File: src/rtl/parking_pkg.sv
`default_nettype none
// ============================================================================
// Module   : parking_pkg
// Purpose  : Shared seven-segment digit codes (active-low, gfedcba) and the
//            blank pattern used by the parking display.
// Revision : 1.0 - initial release
// ============================================================================
package parking_pkg;

    typedef logic [6:0] seg_t;

    localparam seg_t c_seg_blank = 7'b1111111;

    function automatic seg_t seg_encode(input logic [3:0] digit);
        seg_t code;
        case (digit)
            4'd0:    code = 7'b1000000;
            4'd1:    code = 7'b1111001;
            4'd2:    code = 7'b0100100;
            4'd3:    code = 7'b0110000;
            4'd4:    code = 7'b0011001;
            4'd5:    code = 7'b0010010;
            4'd6:    code = 7'b0000010;
            4'd7:    code = 7'b1111000;
            4'd8:    code = 7'b0000000;
            4'd9:    code = 7'b0010000;
            default: code = c_seg_blank;
        endcase
        return code;
    endfunction

endpackage
`default_nettype wire

File: src/rtl/slot_debounce.sv
`default_nettype none
// ============================================================================
// Module   : slot_debounce
// Purpose  : One occupancy channel: 2-flop synchroniser, stability counter and
//            filtered occupancy bit.
// Revision : 1.0 - initial release
// ============================================================================
module slot_debounce #(
    parameter int DEB_CYCLES = 4
) (
    input  logic clk,
    input  logic rst_n,
    input  logic car_raw,
    output logic filt
);
    import parking_pkg::*;

    localparam logic [7:0] c_deb_last = 8'(DEB_CYCLES - 1);

    logic       r_sync1;
    logic       r_sync2;
    logic [7:0] r_cnt;
    logic       r_filt;

    // The counter only advances while the synchronised input disagrees with the
    // filtered bit; any agreement (including a reverted glitch) restarts it.
    always_ff @(posedge clk or negedge rst_n) begin
        if (!rst_n) begin
            r_sync1 <= 1'b0;
            r_sync2 <= 1'b0;
            r_cnt   <= 8'd0;
            r_filt  <= 1'b0;
        end else begin
            r_sync1 <= car_raw;
            r_sync2 <= r_sync1;
            if (r_sync2 != r_filt) begin
                if (r_cnt == c_deb_last) begin
                    r_filt <= r_sync2;
                    r_cnt  <= 8'd0;
                end else begin
                    r_cnt <= r_cnt + 8'd1;
                end
            end else begin
                r_cnt <= 8'd0;
            end
        end
    end

    assign filt = r_filt;

endmodule
`default_nettype wire

File: src/rtl/parking_display_mux.sv
`default_nettype none
// ============================================================================
// Module   : parking_display_mux
// Purpose  : Debounced parking occupancy counter with a two-digit multiplexed
//            seven-segment display and full/empty flags.
// Revision : 1.0 - initial release
// ============================================================================
module parking_display_mux #(
    parameter int SLOTS       = 16,
    parameter int DEB_CYCLES  = 4,
    parameter int REFRESH_DIV = 100000
) (
    input  logic             clk,
    input  logic             rst_n,
    input  logic [SLOTS-1:0] car,
    output logic [6:0]       seg,
    output logic [7:0]       AN,
    output logic [6:0]       count,
    output logic             full,
    output logic             empty
);
    import parking_pkg::*;

    localparam int             c_rw           = $clog2(REFRESH_DIV);
    localparam logic [c_rw-1:0] c_refresh_last = c_rw'(REFRESH_DIV - 1);

    logic [SLOTS-1:0] w_filt;
    logic [6:0]       w_pop;
    logic [6:0]       w_rem;
    logic [3:0]       w_tens;
    logic [3:0]       w_ones;

    logic [6:0]      r_count;
    logic            r_full;
    logic            r_empty;
    logic [c_rw-1:0] r_refresh;
    logic            r_idx;
    seg_t            r_seg;
    logic [7:0]      r_an;

    genvar gi;
    generate
        for (gi = 0; gi < SLOTS; gi++) begin : g_slot
            slot_debounce #(
                .DEB_CYCLES(DEB_CYCLES)
            ) u_deb (
                .clk    (clk),
                .rst_n  (rst_n),
                .car_raw(car[gi]),
                .filt   (w_filt[gi])
            );
        end
    endgenerate

    always_comb begin
        w_pop = 7'd0;
        for (int i = 0; i < SLOTS; i++) begin
            w_pop = w_pop + 7'(w_filt[i]);
        end
    end

    // Nine compare-subtract stages cover the whole 0..99 range.
    always_comb begin
        w_rem  = r_count;
        w_tens = 4'd0;
        for (int i = 0; i < 9; i++) begin
            if (w_rem >= 7'd10) begin
                w_rem  = w_rem - 7'd10;
                w_tens = w_tens + 4'd1;
            end
        end
        w_ones = 4'(w_rem);
    end

    always_ff @(posedge clk or negedge rst_n) begin
        if (!rst_n) begin
            r_count <= 7'd0;
            r_full  <= 1'b0;
            r_empty <= 1'b1;
        end else begin
            r_count <= w_pop;
            r_full  <= (w_pop == 7'(SLOTS));
            r_empty <= (w_pop == 7'd0);
        end
    end

    always_ff @(posedge clk or negedge rst_n) begin
        if (!rst_n) begin
            r_refresh <= '0;
            r_idx     <= 1'b0;
        end else if (r_refresh == c_refresh_last) begin
            r_refresh <= '0;
            r_idx     <= ~r_idx;
        end else begin
            r_refresh <= r_refresh + 1'b1;
        end
    end

    // seg and AN share one register stage so they never disagree on the digit.
    always_ff @(posedge clk or negedge rst_n) begin
        if (!rst_n) begin
            r_seg <= c_seg_blank;
            r_an  <= 8'hFF;
        end else if (r_idx) begin
            r_seg <= (w_tens == 4'd0) ? c_seg_blank : seg_encode(w_tens);
            r_an  <= 8'b1111_1101;
        end else begin
            r_seg <= seg_encode(w_ones);
            r_an  <= 8'b1111_1110;
        end
    end

    assign count = r_count;
    assign full  = r_full;
    assign empty = r_empty;
    assign seg   = r_seg;
    assign AN    = r_an;

endmodule
`default_nettype wire

File: config.mk
export PLATFORM = sky130hd
export DESIGN_NAME = parking_display_mux
export DESIGN_NICKNAME = d
export VERILOG_FILES = /design/src/rtl/parking_pkg.sv /design/src/rtl/slot_debounce.sv /design/src/rtl/parking_display_mux.sv
export SDC_FILE = /design/constraint.sdc
export NUM_CORES = 1
export LEC_CHECK = 0
export BUFFER_PORTS_ARGS = -buffer_cell sky130_fd_sc_hd__clkbuf_2
export CELL_PAD_IN_SITES_DETAIL_PLACEMENT = 1
export CELL_PAD_IN_SITES_GLOBAL_PLACEMENT = 2
export CORE_ASPECT_RATIO = 1.2
export CORE_MARGIN = 10
export CORE_UTILIZATION = 40
export DETAILED_ROUTE_END_ITERATION = 8
export PLACE_DENSITY = 0.82
export SKIP_LAST_GASP = 1
export SLEW_MARGIN = 40
export SYNTH_ARGS = -nofsm -noshare
export SYNTH_HDL_FRONTEND = slang
export SYNTH_SLANG_ARGS = --single-unit
export TNS_END_PERCENT = 100
File: constraint.sdc
create_clock -name clk -period 12.9 [get_ports clk]
set_input_delay 0.645 -clock clk [delete_from_list [all_inputs] [get_ports clk]]
set_output_delay 0.645 -clock clk [all_outputs]
set_load 0.05 [all_outputs]
### Word level (Yosys, flattened, before mapping)

Memory sizes are Yosys's and may differ from the RTL's.
Cells that the tools add are included.

| storage, ports and cells | value |
|---|---|
| flip-flop bits (word level) | 218 |
| latch bits | 0 |
| memory bits (writable) | 0 |
| bits in read-only memories | 224 |
| logic and storage cells | 238 |
| memories | 2 |

| operators by class | value |
|---|---|
| add/subtract/negate cells | 49 |
| $mul | 0 |
| div/mod/pow operators | 0 |
| $lt $le $gt $ge | 9 |
| eq/ne operators | 34 |
| shift-type cells | 0 |
| mux-type cells | 54 |
| bitwise logic cells | 1 |
| reduce and logical (&&, ||, !) cells | 18 |

Memory list:

| memory | depth | bits a word | read ports | clocked after memory_dff | wr ports | RTL line | source |
|---|---|---|---|---|---|---|---|
| (no name shown) | 16 | 7 | 1 | 0 | 0 | parking_pkg.sv:16 | `case (digit)` |
| (no name shown) | 16 | 7 | 1 | 0 | 0 | parking_pkg.sv:16 |  |

Operators by type and width:

| kind | count |
|---|---|
| 8-bit two-way mux | 32 |
| 8-bit by 1-bit adder with 8-bit output (second input constant) | 16 |
| 8-bit by 2-bit equality test with 1-bit output (second input constant) | 16 |
| 7-bit two-way mux | 10 |
| 7-bit by 1-bit adder with 7-bit output | 9 |
| 7-bit by 4-bit greater-or-equal comparator with 1-bit output (second input constant) | 9 |
| 7-bit by 4-bit subtractor with 7-bit output (second input constant) | 8 |
| 4-bit two-way mux | 9 |
| 4-bit by 1-bit adder with 4-bit output (second input constant) | 8 |
| 2-bit AND reduction | 16 |
| 17-bit by 1-bit adder with 17-bit output (second input constant) | 1 |
| 17-bit equality test (second input constant) | 1 |
| 17-bit two-way mux | 1 |
| 1-bit inequality test | 16 |
| 6-bit by 1-bit adder with 7-bit output | 1 |
| 7-bit by 5-bit equality test with 1-bit output (second input constant) | 1 |
| 7-bit logical NOT | 1 |
| 5-bit by 1-bit adder with 6-bit output | 1 |
| 4-bit by 1-bit adder with 5-bit output | 1 |
| 3-bit by 1-bit adder with 4-bit output | 1 |
| 4-bit logical NOT | 1 |
| 4-bit subtractor (second input constant) | 1 |
| 2-bit by 1-bit adder with 3-bit output | 1 |
| 1-bit by 1-bit adder with 2-bit output | 1 |
| other kinds (3) | 3 |

### Depth between registers and ports, before layout

Gate-level depths: netlist (run 1).

| logic depth | value |
|---|---|
| depth after elaboration | 21 |
| gate-level depth with buffers | 41 |

### Modules after synthesis

Synthesis (run 1) repeated with hierarchy kept, for this count alone.

| unflattened totals | value |
|---|---|
| cells, all modules | 1169 |
| area total of the unflattened synthesis | 12025.3 sq um |

By module, submodules not included:

| module | instances | cells each | area each (sq um) | sequential area each (sq um) |
|---|---|---|---|---|
| slot_debounce | 16 | 44 | 493.0 | 275.3 |
| parking_display_mux | 1 | 465 | 4137.7 | 863.3 |

### Worst setup path before layout (run 1)

No wires, ideal clock.

| path | value |
|---|---|
| path type | register -> register |
| start | reg r_count[1], in the netlist count[1] |
| end | reg r_seg[4], in the netlist seg[4] |
| setup time | 0.078 ns |
| data arrival time | 7.845 ns |
| setup slack | 4.978 ns |
| cell stages (with the launch flop) | 40 |
| path buffers | 5 |
| period minus slack after synthesis | 7.922 ns |
| path through | dfrtp_1 > buf_4 > inv_1 > ha_1 > buf_2 > or2_4 > o221a_4 > nand2_2 > xor2_2 > inv_2 > buf_6 > ha_1 > inv_1 > o21ai_0 > o211ai_1 > nand3_1 > clkbuf_1 > a21oi_1 > [... 4 more ...] > a21oi_1 > ha_1 > mux2_2 > ha_1 > nor2_1 > a21oi_1 > ha_1 > mux2_2 > ha_1 > nor2_1 > nor2_1 > inv_1 > ha_1 > buf_2 > nor3_1 > a32o_1 > o31a_1 > o22ai_1 |

| on the way | value |
|---|---|
| cells in the longest elaborated chain, start to end | 21 |

RTL lines:

| what | RTL line | source |
|---|---|---|
| from (decl) | parking_display_mux.sv:33 | `logic [6:0] r_count;` |
| from (signal assigned) | parking_display_mux.sv:81 | `r_count <= w_pop;` |
| 7-bit by 4-bit subtractor with 7-bit output or 7-bit by 4-bit greater-or-equal comparator with 1-bit output (tied branches) | parking_display_mux.sv:68, parking_display_mux.sv:67 |  |
| 7-bit two-way mux or 1-bit two-way mux (tied branches) | parking_display_mux.sv:67 | `if (w_rem >= 7'd10) begin` |
| 7-bit by 4-bit subtractor with 7-bit output (tied with other cells) | parking_display_mux.sv:68 | `w_rem = w_rem - 7'd10;` |
| 7-bit two-way mux or 4-bit two-way mux (tied branches) | parking_display_mux.sv:67 |  |
| 7-bit by 4-bit subtractor with 7-bit output (tied with other cells) | parking_display_mux.sv:68 |  |
| 7-bit two-way mux or 4-bit two-way mux (tied branches) | parking_display_mux.sv:67 |  |
| 7-bit by 4-bit subtractor with 7-bit output (tied with other cells) | parking_display_mux.sv:68 |  |
| 7-bit two-way mux or 4-bit two-way mux (tied branches) | parking_display_mux.sv:67 |  |
| [... 5 more ...] | -- |  |
| 7-bit two-way mux or 4-bit two-way mux (tied branches) | parking_display_mux.sv:67 |  |
| 7-bit by 4-bit subtractor with 7-bit output (tied with other cells) | parking_display_mux.sv:68 |  |
| 7-bit two-way mux or 4-bit two-way mux (tied branches) | parking_display_mux.sv:67 |  |
| 7-bit by 4-bit greater-or-equal comparator with 1-bit output or 4-bit by 1-bit adder with 4-bit output (tied branches) | parking_display_mux.sv:67, parking_display_mux.sv:69 |  |
| 4-bit two-way mux | parking_display_mux.sv:67 |  |
| memory read 16 x 7 bit or 4-bit logical NOT (tied branches) | -- |  |
| 7-bit two-way mux | parking_display_mux.sv:105 | `r_seg <= (w_tens == 4'd0) ? c_seg_blank : seg_encode(w_tens);` |
| 7-bit two-way mux * | parking_display_mux.sv:104 | `end else if (r_idx) begin` |
| to (signal assigned) | parking_display_mux.sv:102 | `r_seg <= c_seg_blank;` |
| to (signal assigned) | parking_display_mux.sv:105 |  |
| to (signal assigned) | parking_display_mux.sv:108 | `r_seg <= seg_encode(w_ones);` |
| to (decl) | parking_display_mux.sv:38 | `seg_t r_seg;` |

Every way passes the cells marked *; elsewhere a longest branch is shown, timed or not.
A chain may end at the register's enable or synchronous reset.

### Worst setup path in the final report (run 1)

Ends and elaborated chain as after synthesis.

==> impl_metrics.json, run 1 <==
{
  "holdBufCountCts": 0,
  "syn_area_per_cell_um2": 10.3,
  "clk_path_buf_depth": 3,
  "max_freq_mhz": 112,
  "grt_setup_unrepaired": "no",
  "timing.rr.start": "count[1]",
  "antenna_found_initial": 0,
  "synth_area_um2": 11500,
  "cts_setup_buffers": 0,
  "met1_usage_pct": 16.1,
  "dr.first_iter.drc_count": 277,
  "die_w_um": 175,
  "synth-seq-area-share_pct": 45.8,
  "track_usage_pct": 13.7,
  "drc_errors": 0,
  "viasPerCell": 5.22,
  "top_usage_layer": "met2",
  "wl_per_cell_um": 15.6,
  "die_h_um": 206,
  "wl_um": 24300,
  "crit_arrival_ps": 9330,
  "use_met2_pct": 25.5,
  "synth.distinct_cells": 95,
  "worst_setup_path_end_kind": "flop",
  "rows": 68,
  "gp_routability_congestion": 0.845,
  "outcome": "completed",
  "cpMaxStageDelayCell": "dfrtp_1",
  "fill_cells": 3255,
  "placed_cell_area_um2": 12100,
  "final_layout_size_suffix_gt1_share_pct": 13.7,
  "initial_utilization_pct": 40.3,
  "worst_pin_slew_ps": 782,
  "slew_headroom_pct": 47.7,
  "numCtsBuffers": 22,
  "num_antenna_cells": 0,
  "dpl.hpwl_um": 17700,
  "r2r-end": "seg[4]",
  "max_cap_violations": 0,
  "timing.reg2reg.setup_slack_ps": 4000,
  "final_antenna_net_count": 0,
  "cp.required_ps": 13330,
  "grt_max_degree": 84,
  "finalHoldViolations": 0,
  "async_reset_ff_share_pct": 100,
  "slew_viol_final": 0,
  "fin_crit_sh_pct": 69.0,
  "start_kind": "flop",
  "grt_pass1_wl_um": 42500,
  "path_common_cell": "ha_1",
  "clkLatencyLatePin_ps": 510,
  "root_buffer": "clkbuf_16",
  "synthCells": 1117,
  "ys_seq_elements": 210,
  "cts_sinks": 210,
  "num_vias": 8144,
  "cts.clk_slew.worst_paths_ps": 60,
  "cts_tree": "yes",
  "firstDrtPassIters": 4,
  "fin_crit_ps": 8900,
  "finalClockSkew_ps": 16.6,
  "synth-edff-count": 0,
  "cts_resized": 0,
  "io_pins": 42,
  "synth_flop_cell": "dfrtp_1",
  "dieArea_um2": 36000,
  "yosysWarnings": 0,
  "setup_viol_count_final": 0,
  "critPathMaxFanout": 18,
  "tns_ps": 0,
  "core-area_um2": 28600,
  "h-tree-depth": 1,
  "gr-total-overflow": 0,
  "worst_slack_ps": 4000,
  "pre_cts_ws_ps": 4120,
  "nets": 1231,
  "final_area_um2": 12800,
  "port_buffers": 33,
  "grt_util_met3_pct": 1.73,
  "areaGrowthSynthToFinish_pct": 11.3,
  "slowest_delay_ps": 720,
  "hp-class": "in2async",
  "grt_pass1_vias": 8863,
  "path_class": "reg2reg",
  "ff2ff_path_depth": 34
}
[cell usage in the layout (no fill, tap or decap), types with 7 or more instances in the layout]
master     instances
dfrtp_1          200
nor2_1           151
xor2_1            98
nand3_1           89
nand2_1           72
and3_1            48
xnor2_1           46
ha_1              45
inv_1             35
clkbuf_2          32
nor3_1            29
a21oi_1           25
clkbuf_16         23
mux2_2            22
o21ai_0           19
nor4b_1           17
nand2b_1          11
dfstp_2           10
fa_1              10
and2_1             9
conb_1             8
or2_2              7
o21ai_1            7
nor2b_1            7
a211oi_2           7
mux2i_1            7
nor4_1             7
clkbuf_8           7
[through the flow]
| step | util [%] | hold WS (ps) | cells |
|---|---|---|---|
| after global placement | 42.1 | 332 | 1518 |
| after floorplan | - | 331 | 1123 |
| after global routing | 44.8 | 162 | 1559 |
| final | 44.8 | 118 | 1559 |
| after CTS | 44.8 | 139 | 1559 |
| after detailed placement | 42.2 | 336 | 1519 |
[worst max-delay path by stage]
stage                         from     end  slack (ps)  cells after the start
final                     count[1]  seg[4]        4000                     34
after global routing      count[1]  seg[4]        3150                     34
after CTS                 count[1]  seg[4]        4060                     34
after detailed placement  count[1]  seg[4]        4120                     34
after global placement    count[1]  seg[4]        4390                     34
after floorplan           count[1]  seg[4]        4980                     39
[cell type report]
cell class | instances | area (um^2) | share of cell area, %
tap | 385 | 482 | 3.76
clock buffer | 36 | 694 | 5.42
inverter | 38 | 143 | 1.11
multi-input combinational | 849 | 5960 | 46.5
sequential | 210 | 5270 | 41.1
timing repair buffer | 37 | 221 | 1.73
clock inverter | 4 | 50.0 | 0.390
[Yosys cell counts, types with 19 or more instances]
cell       n  share of area, %
xor2_1    98               7.5
o21ai_0   19              0.83
a21oi_1   25               1.1
inv_1     35               1.1
nor3_1    29               1.3
dfrtp_1  200                43
nand3_1   89               3.9
mux2_2    22               2.2
ha_1      45               4.9
nor2_1   151               4.9
and3_1    48               2.6
xnor2_1   46               3.5
nand2_1   72               2.3
[flip-flops by register name, indices dropped and copies added (netlist names)]
register	cells
empty	1
g_slot.u_deb.r_sync2	16
r_refresh	17
g_slot.u_deb.filt	16
count	5
AN	2
seg	7
g_slot.u_deb.r_cnt	128
g_slot.u_deb.r_sync1	16
r_idx	1
full	1
[metal layers]
layer / vias to the layer above / part of all wire [%]
met5: - / 0
met1: 4087 / 43
li1: 3932 / -
met2: 90 / 52
met3: 35 / 2.7
met4: 0 / 2.2
[critical path: cells and delay by family, from the launching register on]
| family | cells | cell delay, ps |
|---|---|---|
| simple gates | 12 | 2570 |
| fa+ha+maj | 8 | 2480 |
| compound gates | 9 | 1770 |
| mux | 3 | 940 |
| flops | 1 | 720 |
| buf+inv | 2 | 300 |
[cells by family (layout without fill, tap and decap cells)]
family                     after synthesis  after routing  synth area share [%]
buffers and inverters                   64            115                  2.67
muxes                                   29             29                  2.76
other                                    2              8                0.0652
DFF                                    210            210                  45.8
AOI/OAI and AO/OA                      125            125                  8.64
and+or+nand+nor                        483            483                  21.5
adders and majority gates               55             55                  6.63
xor gates and xnor gates               149            149                  12.0
Power of run 1 is left out: the tool's default activity adds up to more than one toggle a clock period on the data nets, which glitch-free logic cannot reach.
==> inputs of run 2 (changes only) <==
clock period = 8.8 ns   (was 12.9 ns; I/O delays follow)
==> run 2 against run 1 <==
Compared with the run above: clock-buffer cell count up 2; critical path depth up 1; sequential share of layout area down 0.18 points; non-clock buffer count up 4; via count down 0.27%; global-route usage up 0.14 points; flip-flop and latch count unchanged.
==> impl_metrics.json, run 2 (synthesized netlist as in run 1, its figures left out) <==
{
  "worst_slack_ps": 747,
  "final_antenna_net_count": 0,
  "final_common_cell": "dfrtp_1",
  "outcome": "completed",
  "regMostFlops": "g_slot.u_deb.r_cnt",
  "clkLatencyLatePin_ps": 510,
  "root_buffer": "clkbuf_16",
  "gp_routability_congestion": 0.832,
  "largest_reg_flops": 128,
  "rows": 68,
  "cp.required_ps": 9230,
  "cts.clk_slew.worst_paths_ps": 60,
  "die_h_um": 206,
  "drc_errors": 0,
  "slew_viol_final": 0,
  "dieArea_um2": 36000,
  "areaGrowthSynthToFinish_pct": 11.8,
  "slowest_delay_ps": 510,
  "start_kind": "flop",
  "worst_pin_slew_ps": 712,
  "slew_headroom_pct": 52.5,
  "wl_per_cell_um": 15.7,
  "die_w_um": 175,
  "port_buffers": 33,
  "reg.largest.list": "g_slot.u_deb.r_cnt: 128 flops, r_refresh: 17 flops",
  "path_class": "reg2reg",
  "max_cap_violations": 0,
  "finalHoldViolations": 0,
  "grt_pass1_vias": 8906,
  "setup_viol_count_final": 0,
  "final_area_um2": 12900,
  "grt_setup_unrepaired": "no",
  "track_usage_pct": 13.9,
  "multi_input_comb_area_um2": 5980,
  "dpl.hpwl_um": 17500,
  "final_layout_size_suffix_gt1_share_pct": 14.0,
  "cts_tree": "yes",
  "dr.first_iter.drc_count": 270,
  "grt_max_degree": 82,
  "cts_sinks": 210,
  "numCtsBuffers": 24,
  "final_cell_mix": "200 x dfrtp_1, 151 x nor2_1, 98 x xor2_1",
  "seq_area_um2": 5270,
  "viasPerCell": 5.18,
  "clk_path_buf_depth": 3,
  "core-area_um2": 28600,
  "num_vias": 8122,
  "h-tree-depth": 1,
  "crit_arrival_ps": 8490,
  "critPathMaxFanout": 15,
  "max_freq_mhz": 124,
  "path_common_cell": "ha_1",
  "cpMaxStageDelayCell": "dfrtp_1",
  "io_pins": 42,
  "hp-class": "in2reg",
  "num_antenna_cells": 0,
  "pre_cts_ws_ps": 261,
  "wl_um": 24700,
  "finalClockSkew_ps": 8.47,
  "fill_cells": 3242,
  "worst_setup_path_end_kind": "flop",
  "nets": 1237,
  "placed_cell_area_um2": 12100,
  "antenna_found_initial": 0,
  "fin_crit_ps": 8050,
  "firstDrtPassIters": 4,
  "utilization_pct": 45.0,
  "gr-total-overflow": 0,
  "grt_pass1_wl_um": 43200,
  "initial_utilization_pct": 40.3,
  "tns_ps": 0,
  "fin_crit_sh_pct": 91.5
}
## run 2: changes by cell type in the layout (fill, tap and decap cells not counted), moves of 2 or more
cell / delta
buf_4: +3
clkbuf_1: +5
clkbuf_16: +2
clkbuf_8: -5
nor3_2: -2
nor3_4: +2
## run 2: per-layer routing
layer  track usage, %  part of all wire [%]  vias up
li1                 -                     -     3963
met1             16.4                    43     4048
met2             26.1                    53       77
met3             1.67                   2.5       34
met4             3.27                   1.7        0
met5                0                     0        -
## run 2: area by class of cell
class / count / share of cell area [%]
clock inverters: 6 / 0.330
repair buffers: 41 / 2.03
flip-flops and latches: 210 / 40.9
multi-input cells: 849 / 46.5
inverters: 38 / 1.11
well taps: 385 / 3.74
clock buffers: 38 / 5.39
## run 2: path summary, 6_finish.rpt
kind                                          startpoint  cells after the start  slack, ps                        to
worst max-delay path                            count[2]                     35        750                    seg[4]
worst min register to register  g_slot[13].u_deb.r_sync1                      0        340  g_slot[13].u_deb.r_sync2
worst min-delay path                             car[12]                      1         40  g_slot[12].u_deb.r_sync1
max in group asynchronous                          rst_n                      4       6920              r_refresh[3]
min in group asynchronous                          rst_n                      2        480  g_slot[5].u_deb.r_cnt[3]
worst max register to register                  count[2]                     35        750                    seg[4]
## run 2: what timing repair did
item,CTS,global route
setup endpoints to repair,0,7
endpoints found under the hold margin,69,0
gates resized for setup,0,6
hold buffers,1,0
buffers inserted,0,0
## run 2: per-stage QoR
step,hold slack (ps),instances
floorplan,144,1123
global placement,333,1521
detailed placement,336,1522
CTS,13.4,1567
global route,16.2,1567
finish,36.5,1567
## run 2: worst max-delay path, delay by kind of cell (launching register included)
kind / cells / cell delay, ps
and+or+nand+nor: 7 / 1080
buffers and inverters: 5 / 580
muxes: 3 / 860
adders and majority gates: 9 / 2470
DFF: 1 / 510
xor gates and xnor gates: 3 / 760
AOI/OAI and AO/OA: 8 / 1710
Power of run 2 is left out for the same reason.
==> inputs of run 3 (changes only) <==
CORE_UTILIZATION = 31   (was 40)
PLACE_DENSITY = 0.67   (was 0.82)
==> run 3 against run 2 <==
Compared with the run above: via count down 0.79%; hold slack got worse by 5.7 ps; critical path depth up 2; register-to-register slack improved by 60 ps; critical path type unchanged.
==> impl_metrics.json, run 3 (synthesized netlist as in run 1, its figures left out) <==
{
  "hp-class": "in2reg",
  "num_vias": 8058,
  "worst_pin_slew_ps": 675,
  "holdPathStages": 1,
  "tns_ps": 0,
  "endpoint": "seg[4]",
  "outcome": "completed",
  "grt_setup_unrepaired": "no",
  "multi_input_comb_area_um2": 5970,
  "drc_errors": 0,
  "wl_per_cell_um": 15.0,
  "die_h_um": 231,
  "final_cell_mix": "200 x dfrtp_1, 151 x nor2_1, 98 x xor2_1",
  "ff2ff_path_depth": 37,
  "final_common_cell": "dfrtp_1",
  "num_antenna_cells": 0,
  "initial_utilization_pct": 31.3,
  "path_class": "reg2reg",
  "cts_setup_buffers": 0,
  "cts_tree": "yes",
  "clk_path_buf_depth": 3,
  "dpl.hpwl_um": 17900,
  "slew_viol_final": 0,
  "grt_pass1_wl_um": 43400,
  "numCtsBuffers": 23,
  "finalNonFillerCells": 1652,
  "max_freq_mhz": 125,
  "fill_cells": 4151,
  "h-tree-depth": 1,
  "final_layout_size_suffix_gt1_share_pct": 14.2,
  "antenna_found_initial": 0,
  "cts_sinks": 210,
  "crit_path_start": "count[1]",
  "critPathMaxFanout": 17,
  "rows": 77,
  "final_antenna_net_count": 0,
  "r2r-end": "seg[4]",
  "cp.required_ps": 9230,
  "path_common_cell": "ha_1",
  "worst_setup_path_end_kind": "flop",
  "timing.reg2reg.setup_slack_ps": 810,
  "seq_area_um2": 5270,
  "clkLatencyLatePin_ps": 510,
  "max_cap_violations": 0,
  "core-area_um2": 36800,
  "start_kind": "flop",
  "port_buffers": 33,
  "dieArea_um2": 45300,
  "timing.rr.start": "count[1]",
  "largest_reg_flops": 128,
  "root_buffer": "clkbuf_16",
  "die_w_um": 196,
  "nets": 1236,
  "regMostFlops": "g_slot.u_deb.r_cnt",
  "pre_cts_ws_ps": 320,
  "wl_um": 24900,
  "gr-total-overflow": 0,
  "slew_headroom_pct": 55.0,
  "areaGrowthSynthToFinish_pct": 12.9,
  "fin_crit_sh_pct": 90.8,
  "finalHoldViolations": 0,
  "crit_arrival_ps": 8430,
  "dr.first_iter.drc_count": 261,
  "worst_slack_ps": 808,
  "io_pins": 42,
  "cts.clk_slew.worst_paths_ps": 60,
  "finalClockSkew_ps": 8.17,
  "viasPerCell": 4.88,
  "firstDrtPassIters": 6,
  "grt_pass1_vias": 8576,
  "fin_crit_ps": 7990,
  "grt_max_degree": 76,
  "setup_viol_count_final": 0,
  "track_usage_pct": 11.1,
  "slowest_delay_ps": 350,
  "gp_routability_congestion": 0.774,
  "reg.largest.list": "g_slot.u_deb.r_cnt: 128 flops, r_refresh: 17 flops",
  "dp_cells": 1610,
  "cpMaxStageDelayCell": "dfrtp_1"
}
==> run 3: changes by cell type in the layout (fill, tap and decap cells not counted) <==
cell / before / now
clkbuf_1: 11 / 4
clkbuf_8: 2 / 5
nor3_4: 2 / 0
buf_4: 5 / 4
bufinv_16: 0 / 3
dlygate4sd3_1: 1 / 2
clkbuf_16: 25 / 23
buf_6: 1 / 2
nor3_2: 4 / 6
nand3_2: 2 / 1
clkinvlp_4: 2 / 1
buf_16: 1 / 0
nand3_1: 88 / 89
==> run 3: critical path, delay by kind of cell, from the launching register on <==
family	cells	cell delay (ps)
AO/OA/AOI/OAI	9	1960
XOR/XNOR	2	350
multiplexers	3	850
adder cells (fa/ha/maj)	9	2470
AND/OR/NAND/NOR	8	1020
buffers and inverters	6	890
flip-flops	1	350
==> run 3: what timing repair did <==
item,CTS,global route
endpoints found under the setup margin,0,6
gates resized for setup,0,3
hold endpoints to repair,62,0
hold buffers,2,0
==> run 3: per-layer routing <==
| layer | wire length, um | GRT usage, % |
|---|---|---|
| met3 | 602 | 1.44 |
| met4 | 550 | 3.66 |
| met1 | 11100 | 13.6 |
| met2 | 12600 | 19.7 |
| met5 | 0 | 0 |
==> run 3: area by class of cell <==
type | instances | area share, %
tap | 474 | 4.56
multi-input combinational | 849 | 45.9
inverter | 38 | 1.10
sequential | 210 | 40.5
timing repair buffer | 41 | 1.91
clock buffer | 32 | 5.07
clock inverter | 8 | 0.962
==> run 3: stage by stage <==
stage	hold WS [ps]	utilization [%]	instance area [um^2]
2_1_floorplan	144	-	11500
3_3_place_gp	331	33.1	12200
3_5_place_dp	336	33.1	12200
4_1_cts	0.0547	35.3	13000
5_1_grt	4.99	35.3	13000
6_report	30.7	35.3	13000
==> run 3: worst min path at each step <==
stage	slack (ps)	from	endpoint
after floorplan	140	rst_n	count[0]
after global placement	330	g_slot[5].u_deb.r_sync1	g_slot[5].u_deb.r_sync2
after detailed placement	340	g_slot[11].u_deb.r_sync1	g_slot[11].u_deb.r_sync2
after CTS	0.05	car[4]	g_slot[4].u_deb.r_sync1
after global routing	5	car[12]	g_slot[12].u_deb.r_sync1
final	30	car[4]	g_slot[4].u_deb.r_sync1
Power of run 3 is left out for the same reason.
